--- config.mk ---
export PLATFORM = sky130hd
export DESIGN_NAME = controller_conditioner_flat
export DESIGN_NICKNAME = d
export VERILOG_FILES = /design/src/rtl/controller_conditioner_if.sv /design/src/rtl/controller_conditioner.sv /design/src/flat_wrapper.sv
export SDC_FILE = /design/constraint.sdc
export NUM_CORES = 1
export LEC_CHECK = 0
export ABC_AREA = 1
export CAP_MARGIN = 30
export CORE_AREA = 2 2 303 305
export CTS_BUF_LIST = sky130_fd_sc_hd__clkbuf_8
export CTS_CLUSTER_DIAMETER = 120
export DETAILED_ROUTE_END_ITERATION = 8
export DIE_AREA = 0 0 305 307
export PLACE_DENSITY = 0.78
export SETUP_SLACK_MARGIN = 0.05
export SLEW_MARGIN = 20
export SYNTH_ARGS = -nofsm -noshare
export SYNTH_HDL_FRONTEND = slang
export SYNTH_SLANG_ARGS = --single-unit
--- constraint.sdc ---
create_clock -name clk -period 5.57 [get_ports clk]
set_clock_uncertainty 0.05 [all_clocks]
set_input_delay 0.557 -clock clk [delete_from_list [all_inputs] [get_ports clk]]
set_output_delay 0.557 -clock clk [all_outputs]
set_load 0.01 [all_outputs]
--- src/rtl/controller_conditioner_if.sv ---
`default_nettype none
// ============================================================================
// Module      : controller_conditioner_if
// Description : Bridge-side controller buses and conditioned core-side outputs.
// Revision    : 1.0  initial release
// ============================================================================
interface controller_conditioner_if #(
   parameter int NUM_CTRL = 4,
   parameter int BTN_W    = 16
);
   logic [NUM_CTRL*32-1:0]    key_in;
   logic [NUM_CTRL*32-1:0]    joy_in;
   logic [NUM_CTRL*16-1:0]    trig_in;
   logic [NUM_CTRL*BTN_W-1:0] btn_state;
   logic [NUM_CTRL*BTN_W-1:0] btn_press;
   logic [NUM_CTRL*BTN_W-1:0] btn_release;
   logic [NUM_CTRL*BTN_W-1:0] btn_repeat;
   logic [NUM_CTRL*32-1:0]    joy_out;
   logic [NUM_CTRL*16-1:0]    trig_out;
   logic [NUM_CTRL*4-1:0]     ctrl_type;
   logic                      sample_tick;

   modport master (
      output key_in, joy_in, trig_in,
      input  btn_state, btn_press, btn_release, btn_repeat,
      input  joy_out, trig_out, ctrl_type, sample_tick
   );

   modport slave (
      input  key_in, joy_in, trig_in,
      output btn_state, btn_press, btn_release, btn_repeat,
      output joy_out, trig_out, ctrl_type, sample_tick
   );
endinterface
`default_nettype wire

--- src/rtl/controller_conditioner.sv ---
`default_nettype none
// ============================================================================
// Module      : controller_conditioner
// Description : Synchronises controller inputs, debounces buttons with press/
//               release pulses, applies stick deadzone. AUTO_REPEAT_EN adds
//               held-button auto-repeat pulses.
// Revision    : 1.0  initial release
// ============================================================================
module controller_conditioner #(
   parameter int NUM_CTRL       = 4,
   parameter int BTN_W          = 16,
   parameter int TICK_DIV       = 1024,
   parameter int DEBOUNCE_TICKS = 3,
   parameter int DEADZONE       = 8
) (
   input  wire logic               clk,
   input  wire logic               reset_n,
   controller_conditioner_if.slave bus
);
   localparam int                c_nbits    = NUM_CTRL * BTN_W;
   localparam int                c_kw       = BTN_W + 4;
   localparam int                c_divw     = $clog2(TICK_DIV);
   localparam logic [c_divw-1:0] c_div_last = c_divw'(TICK_DIV - 1);
   localparam logic [3:0]        c_deb_last = 4'(DEBOUNCE_TICKS - 1);
   localparam logic [7:0]        c_deadzone = 8'(DEADZONE);

   // Only button and type bits are synchronised; the rest of key_t is ignored.
   logic                       w_unused;
   logic [NUM_CTRL*c_kw-1:0]   w_key_used, r_key_s1, r_key_s2;
   logic [NUM_CTRL*32-1:0]     r_joy_s1, r_joy_s2, w_joy_dz, r_joy_out;
   logic [NUM_CTRL*16-1:0]     r_trig_s1, r_trig_s2, r_trig_out;
   logic [NUM_CTRL*4-1:0]      w_type_s2, r_type;
   logic [c_nbits-1:0]         w_raw, w_state, w_press, w_release, w_repeat;
   logic [c_divw-1:0]          r_div;
   logic                       w_tick;

   assign w_unused = ^bus.key_in;

   always_ff @(posedge clk or negedge reset_n) begin
      if (!reset_n) begin
         r_div <= '0;
      end else if (w_tick) begin
         r_div <= '0;
      end else begin
         r_div <= r_div + c_divw'(1);
      end
   end

   assign w_tick = (r_div == c_div_last);

   always_ff @(posedge clk or negedge reset_n) begin
      if (!reset_n) begin
         r_key_s1   <= '0;
         r_key_s2   <= '0;
         r_joy_s1   <= '0;
         r_joy_s2   <= '0;
         r_trig_s1  <= '0;
         r_trig_s2  <= '0;
         r_joy_out  <= '0;
         r_trig_out <= '0;
         r_type     <= '0;
      end else begin
         r_key_s1   <= w_key_used;
         r_key_s2   <= r_key_s1;
         r_joy_s1   <= bus.joy_in;
         r_joy_s2   <= r_joy_s1;
         r_trig_s1  <= bus.trig_in;
         r_trig_s2  <= r_trig_s1;
         r_joy_out  <= w_joy_dz;
         r_trig_out <= r_trig_s2;
         r_type     <= w_type_s2;
      end
   end

   for (genvar i = 0; i < NUM_CTRL; i++) begin : g_slot
      assign w_key_used[c_kw*i +: c_kw] = {bus.key_in[32*i+28 +: 4], bus.key_in[32*i +: BTN_W]};
      assign w_type_s2[4*i +: 4]        = r_key_s2[c_kw*i+BTN_W +: 4];
      assign w_raw[BTN_W*i +: BTN_W]    = r_key_s2[c_kw*i +: BTN_W];

      for (genvar a = 0; a < 4; a++) begin : g_axis
         logic [7:0] w_s;
         logic [7:0] w_mag;
         // Recentre by flipping the MSB; magnitude of -128 fits unsigned 8b.
         assign w_s   = r_joy_s2[32*i+8*a +: 8] ^ 8'h80;
         assign w_mag = w_s[7] ? (~w_s + 8'd1) : w_s;
         assign w_joy_dz[32*i+8*a +: 8] = (w_mag <= c_deadzone) ? 8'h00 : w_s;
      end
   end

   for (genvar j = 0; j < c_nbits; j++) begin : g_bit
      logic [3:0] r_cnt;
      logic [3:0] w_cnt_nxt;
      logic       r_state;
      logic       r_press;
      logic       r_release;
      logic       w_flip;

      always_comb begin
         w_cnt_nxt = r_cnt;
         w_flip    = 1'b0;
         if (w_tick) begin
            if (w_raw[j] == r_state) begin
               w_cnt_nxt = '0;
            end else if (r_cnt >= c_deb_last) begin
               w_flip    = 1'b1;
               w_cnt_nxt = '0;
            end else begin
               w_cnt_nxt = r_cnt + 4'd1;
            end
         end
      end

      always_ff @(posedge clk or negedge reset_n) begin
         if (!reset_n) begin
            r_cnt     <= '0;
            r_state   <= 1'b0;
            r_press   <= 1'b0;
            r_release <= 1'b0;
         end else begin
            r_cnt     <= w_cnt_nxt;
            r_state   <= r_state ^ w_flip;
            r_press   <= w_flip & ~r_state;
            r_release <= w_flip & r_state;
         end
      end

      assign w_state[j]   = r_state;
      assign w_press[j]   = r_press;
      assign w_release[j] = r_release;

`ifdef AUTO_REPEAT_EN
      logic [7:0] r_rc;
      logic       r_repeat;

      // First repeat at 24 held ticks, then reload so it refires every 6.
      always_ff @(posedge clk or negedge reset_n) begin
         if (!reset_n) begin
            r_rc     <= '0;
            r_repeat <= 1'b0;
         end else begin
            r_repeat <= 1'b0;
            if (w_flip) begin
               r_rc     <= '0;
               r_repeat <= ~r_state;
            end else if (w_tick && r_state) begin
               if (r_rc == 8'd23) begin
                  r_rc     <= 8'd18;
                  r_repeat <= 1'b1;
               end else begin
                  r_rc <= r_rc + 8'd1;
               end
            end
         end
      end

      assign w_repeat[j] = r_repeat;
`else
      assign w_repeat[j] = 1'b0;
`endif
   end

   assign bus.btn_state   = w_state;
   assign bus.btn_press   = w_press;
   assign bus.btn_release = w_release;
   assign bus.btn_repeat  = w_repeat;
   assign bus.joy_out     = r_joy_out;
   assign bus.trig_out    = r_trig_out;
   assign bus.ctrl_type   = r_type;
   assign bus.sample_tick = w_tick;
endmodule
`default_nettype wire

--- src/flat_wrapper.sv ---
// flat-port wrapper written by rule: the top's interface ports become plain ports
module controller_conditioner_flat 
#(
   parameter int NUM_CTRL       = 4,
   parameter int BTN_W          = 16,
   parameter int TICK_DIV       = 1024,
   parameter int DEBOUNCE_TICKS = 3,
   parameter int DEADZONE       = 8
)
  (clk, reset_n, bus_key_in, bus_joy_in, bus_trig_in, bus_btn_state, bus_btn_press, bus_btn_release, bus_btn_repeat, bus_joy_out, bus_trig_out, bus_ctrl_type, bus_sample_tick);
  controller_conditioner_if #(.NUM_CTRL(NUM_CTRL), .BTN_W(BTN_W)) bus_i ();
  input  wire logic clk;
  input  wire logic reset_n;
  input wire logic [$bits(bus_i.key_in)-1:0] bus_key_in;
  input wire logic [$bits(bus_i.joy_in)-1:0] bus_joy_in;
  input wire logic [$bits(bus_i.trig_in)-1:0] bus_trig_in;
  output wire logic [$bits(bus_i.btn_state)-1:0] bus_btn_state;
  output wire logic [$bits(bus_i.btn_press)-1:0] bus_btn_press;
  output wire logic [$bits(bus_i.btn_release)-1:0] bus_btn_release;
  output wire logic [$bits(bus_i.btn_repeat)-1:0] bus_btn_repeat;
  output wire logic [$bits(bus_i.joy_out)-1:0] bus_joy_out;
  output wire logic [$bits(bus_i.trig_out)-1:0] bus_trig_out;
  output wire logic [$bits(bus_i.ctrl_type)-1:0] bus_ctrl_type;
  output wire logic [$bits(bus_i.sample_tick)-1:0] bus_sample_tick;
  assign bus_i.key_in = bus_key_in;
  assign bus_i.joy_in = bus_joy_in;
  assign bus_i.trig_in = bus_trig_in;
  assign bus_btn_state = bus_i.btn_state;
  assign bus_btn_press = bus_i.btn_press;
  assign bus_btn_release = bus_i.btn_release;
  assign bus_btn_repeat = bus_i.btn_repeat;
  assign bus_joy_out = bus_i.joy_out;
  assign bus_trig_out = bus_i.trig_out;
  assign bus_ctrl_type = bus_i.ctrl_type;
  assign bus_sample_tick = bus_i.sample_tick;
  controller_conditioner #(.NUM_CTRL(NUM_CTRL), .BTN_W(BTN_W), .TICK_DIV(TICK_DIV), .DEBOUNCE_TICKS(DEBOUNCE_TICKS), .DEADZONE(DEADZONE)) u_core (.clk(clk), .reset_n(reset_n), .bus(bus_i));
endmodule
==> After elaboration in Yosys (flattened, before gate mapping) <==
Cells that the tools add are included.
{ "word_totals": {"reg_bits": 1210, "in_bits": 322, "output_inout_bits": 465} }
{ "op_classes": {"add_sub_neg": 81, "magnitude_cmp": 80, "n_eq_ne": 65, "n_mux": 353, "bitwise": 288} }
{ "op_table": {"columns": ["op", "count"], "rows": [
  ["4-bit two-way mux", 128],
  ["4-bit by 1-bit adder with 4-bit output, second input constant", 64],
  ["4-bit by 2-bit >= comparator with 1-bit output, second input constant", 64],
  ["8-bit two-way mux", 32],
  ["1-bit two-way mux", 192],
  ["8-bit by 1-bit adder with 8-bit output, second input constant", 16],
  ["1-bit bitwise AND", 128],
  ["8-bit by 4-bit <= comparator with 1-bit output, second input constant", 16],
  ["8-bit inverter", 16],
  ["1-bit inverter", 80],
  ["1-bit == test", 64],
  ["1-bit XOR", 64],
  ["10-bit by 1-bit adder with 10-bit output, second input constant", 1],
  ["10-bit == test, second input constant", 1],
  ["10-bit two-way mux", 1]
]} }

==> Depth between registers and ports, before layout <==
{ "depth": {"ltp_word": 6, "mapped_depth": 11} }

==> Worst setup path after synthesis <==
OpenSTA, ideal clock, no wires.
{ "synth_timing": {"kind": "register to output", "from": "register u_core.r_div[0]", "to": "output bus_sample_tick", "arrival_ns": 1.359, "t_required_ns": 4.963, "setup_slack_ns": 3.604, "stages_incl_launch_ff": 7, "path_buffers": 1, "cell_sequence": "dfrtp_1 ha_1 nand3_1 nor3_2 nand3_2 clkbuf_1 inv_1"} }
{ "synth_between": {"elab_chain_len": 1} }
{ "synth_lines": {"columns": ["element", "line", "source"], "rows": [
  ["start, declared", "controller_conditioner.sv:34", "logic [c_divw-1:0] r_div;"],
  ["start signal, assigned", "controller_conditioner.sv:45", "r_div <= r_div + c_divw'(1);"],
  ["10-bit == test", "controller_conditioner.sv:49", "assign w_tick = (r_div == c_div_last);"],
  ["end, declared", "flat_wrapper.sv:24", "output wire logic [$bits(bus_i.sample_tick)-1:0] bus_sample_tick;"]
]} }
No other way between the ends.

==> Final worst setup path <==
Same ends and word-level chain as after synthesis.

==> impl_metrics.csv <==
group,metric,value,unit
yosys,synthesis.area,43600,um^2
cts,htreeDepth,4,
detailed_routing,avgViaCountPerCell,4.50,
setup_path,critical_path_class,"flop to output port",
outcome,outcome,"complete, no violations",
placement,numPortBuffers,674,
final_layout,final_cells,5654,
floorplan,die_w,305,um
global_route,grt_pass1_vias,27135,
placement,routabilityCongestion,0.815,
global_route,busiest_layer,"met2",
cts,clock_path_buffers,3,
worst_hold_path,hp-class,"input port to flop",
floorplan,fp.coreArea,90700,um^2
placement,dp_cells,5155,
timing,hold_ws,99.9,ps
global_route,use_met2,0.329,
placement,hpwlAfterDp,54400,um
global_route,antenna_found_initial,12,
global_route,grt_pass1_wl,140000,um
timing,finalSetupViolCount,0,
yosys,synth.most_common_cell,"dfrtp_1",
global_route,gr-usage-met3,0.0602,
detailed_routing,routedWlPerCell,15.4,um
yosys,ys_ff_latch,1210,
cts,cts_resized,0,
yosys,ys_seq_area_frac,0.694,
timing,rsz0062_at_grt,"false",
detailed_routing,drt.antenna.violating_nets,0,
yosys,synth_top_area_frac,0.694,
setup_path,cp-start-kind,"flop",
yosys,synth.area.top_cells,"dfrtp_1 (69%), ha_1 (7.4%), nand2_1 (4.7%)",
job,max_cap_viol_count,0,
timing,finalSetupTns,0,ps
timing,worstMarginPinSlew,1160,ps
final_layout,drive_gt1_frac,0.0861,
cts,clkTransAtPathRegs,70,ps
floorplan,rows,111,
yosys,synth_cell_types,26,
cts,holdBufCountCts,142,
floorplan,die-area,93600,um^2
setup_path,cp_slowest_cell,"clkdlybuf4s50_1",
placement,pre_cts_ws,2950,ps
pwr,powerDensity,320,nW/um^2
pwr,leakage,28.5,nW
yosys,syn_inst,3525,
final_layout,synthToLayoutAreaGrowth,27.5,%
floorplan,num_io_pins,787,
global_route,use_met1,0.210,
timing,fin_ws,2170,ps
cts,post_cts_buffers,0,
global_route,grtUsageTotal,0.189,
pwr,power,17.8,mW
cts,cts_made_buffers,189,
yosys,synth-edff-count,0,
cts,cts_root_buf,"clkbuf_8",
pwr,peakVddDrop,278,uV
yosys,synth.avg_cell_area,12.4,um^2
detailed_routing,drt_wl_total,86900,um
detailed_routing,route.detailed.drc,0,
detailed_routing,drtIter0Drc,1839,
setup_path,end_kind,"output port",
setup_path,slowest_delay,650,ps
final_layout,nNetsFinal,4882,
setup_path,required,4960,ps
timing,fmax,294,MHz
final_layout,final_util,0.613,
yosys,ys_top_cells_by_count,"dfrtp_1 (1210), nand2_1 (542), inv_1 (453)",
final_layout,final_area,55600,um^2
detailed_routing,via_count,25428,
cts,cts.sinks,1210,
cts,tritoncts,"done",
cts,clk_latency,840,ps
setup_path,crit_path_cell_trace,"ha_1, nand3_1, nor3_2, nand3_4, inv_1, clkdlybuf4s50_1",
yosys,synthArstFlopShare,1.00,
setup_path,cp_max_fo,5,
setup_path,cp.arrival,2790,ps
global_route,overflow,0,
placement,postPlaceCellArea,50100,um^2
timing,finalHoldViolations,0,
yosys,yosys.area.top_type,"dfrtp_1",
floorplan,start_util,0.481,
timing,slew_viol_final,0,
yosys,synth_ff_type,"dfrtp_1",
timing,min_period,3400,ps
global_route,grt_max_degree,214,
yosys,yosys_warnings,0,
detailed_routing,firstDrtPassIters,6,
setup_path,path_buf_inv,2,
timing,relSlewSlack,0.228,
floorplan,die_h,307,um
setup_path,critical_path.top_delay_family,"buffers and inverters",
timing,fin_crit_sh,0.610,
final timing paths:
kind / from / end / slack [ps] / cells past startpoint
max: u_core.r_div[0] / bus_sample_tick / 2170 / 6
min: bus_joy_in[126] / u_core.r_joy_s1[126] / 100 / 1
max reg2reg: u_core.r_div[0] / u_core.g_bit[52].r_state / 2970 / 8
min reg2reg: u_core.r_key_s1[15] / u_core.r_key_s2[15] / 270 / 0
max in group asynchronous: reset_n / u_core.bus.trig_out[20] / 3640 / 3
min in group asynchronous: reset_n / u_core.bus.joy_out[35] / 330 / 2
power breakdown:
part	internal [mW]	total [mW]	switching (mW)
Clock	4.31	7.75	3.45
Sequential	9.08	9.18	0.102
Combinational	0.443	0.876	0.434
per-layer routing:
layer  vias to the layer above  part of all wire
li1                      12033                 -
met1                     12440              0.37
met2                       730              0.52
met3                       219             0.068
met4                         6             0.037
met5                         -           0.00053
logic make-up after synthesis:
logic type      after synthesis  synth area share
compound gates              100            0.0124
xor+xnor                     69            0.0139
fa+ha+maj                   258            0.0740
buf+inv                     764            0.0906
flops                      1210             0.694
other cells                   1         0.0000860
simple gates               1123             0.115
registers in the layout (all words and copies together), names as in the netlist, 80 cells and up:
name                flops
u_core.g_bit.r_cnt    256
u_core.bus.joy_out    128
u_core.r_joy_s1       128
u_core.r_joy_s2       128
u_core.r_key_s1        80
u_core.r_key_s2        80
cells in the final DEF, fill, tap and decap left out, types with 6 or more instances in the layout:
| cell type | instances |
|---|---|
| buf_12 | 9 |
| nor2_1 | 348 |
| ha_1 | 258 |
| nand3_1 | 158 |
| dfrtp_1 | 1210 |
| diode_2 | 10 |
| o22ai_1 | 14 |
| clkdlybuf4s50_1 | 673 |
| nand4_1 | 7 |
| nand2_1 | 542 |
| dlygate4sd3_1 | 142 |
| a31oi_1 | 15 |
| o21ai_0 | 65 |
| conb_1 | 64 |
| nor3b_2 | 64 |
| clkinv_2 | 24 |
| buf_4 | 10 |
| clkbuf_8 | 257 |
| clkinvlp_4 | 6 |
| xnor2_1 | 67 |
| inv_1 | 503 |
final cells by class:
type                       instances  area (um^2)
sequential                      1210        30300
clock inverter                    90          551
multi-input combinational       1614         9640
antenna                           10         25.0
timing repair buffer             834         8410
tap                             1186         1480
clock buffer                     257         3540
fill                            6497        35100
inverter                         453         1700
No activity file was read; power rests on OpenSTA's default activity.
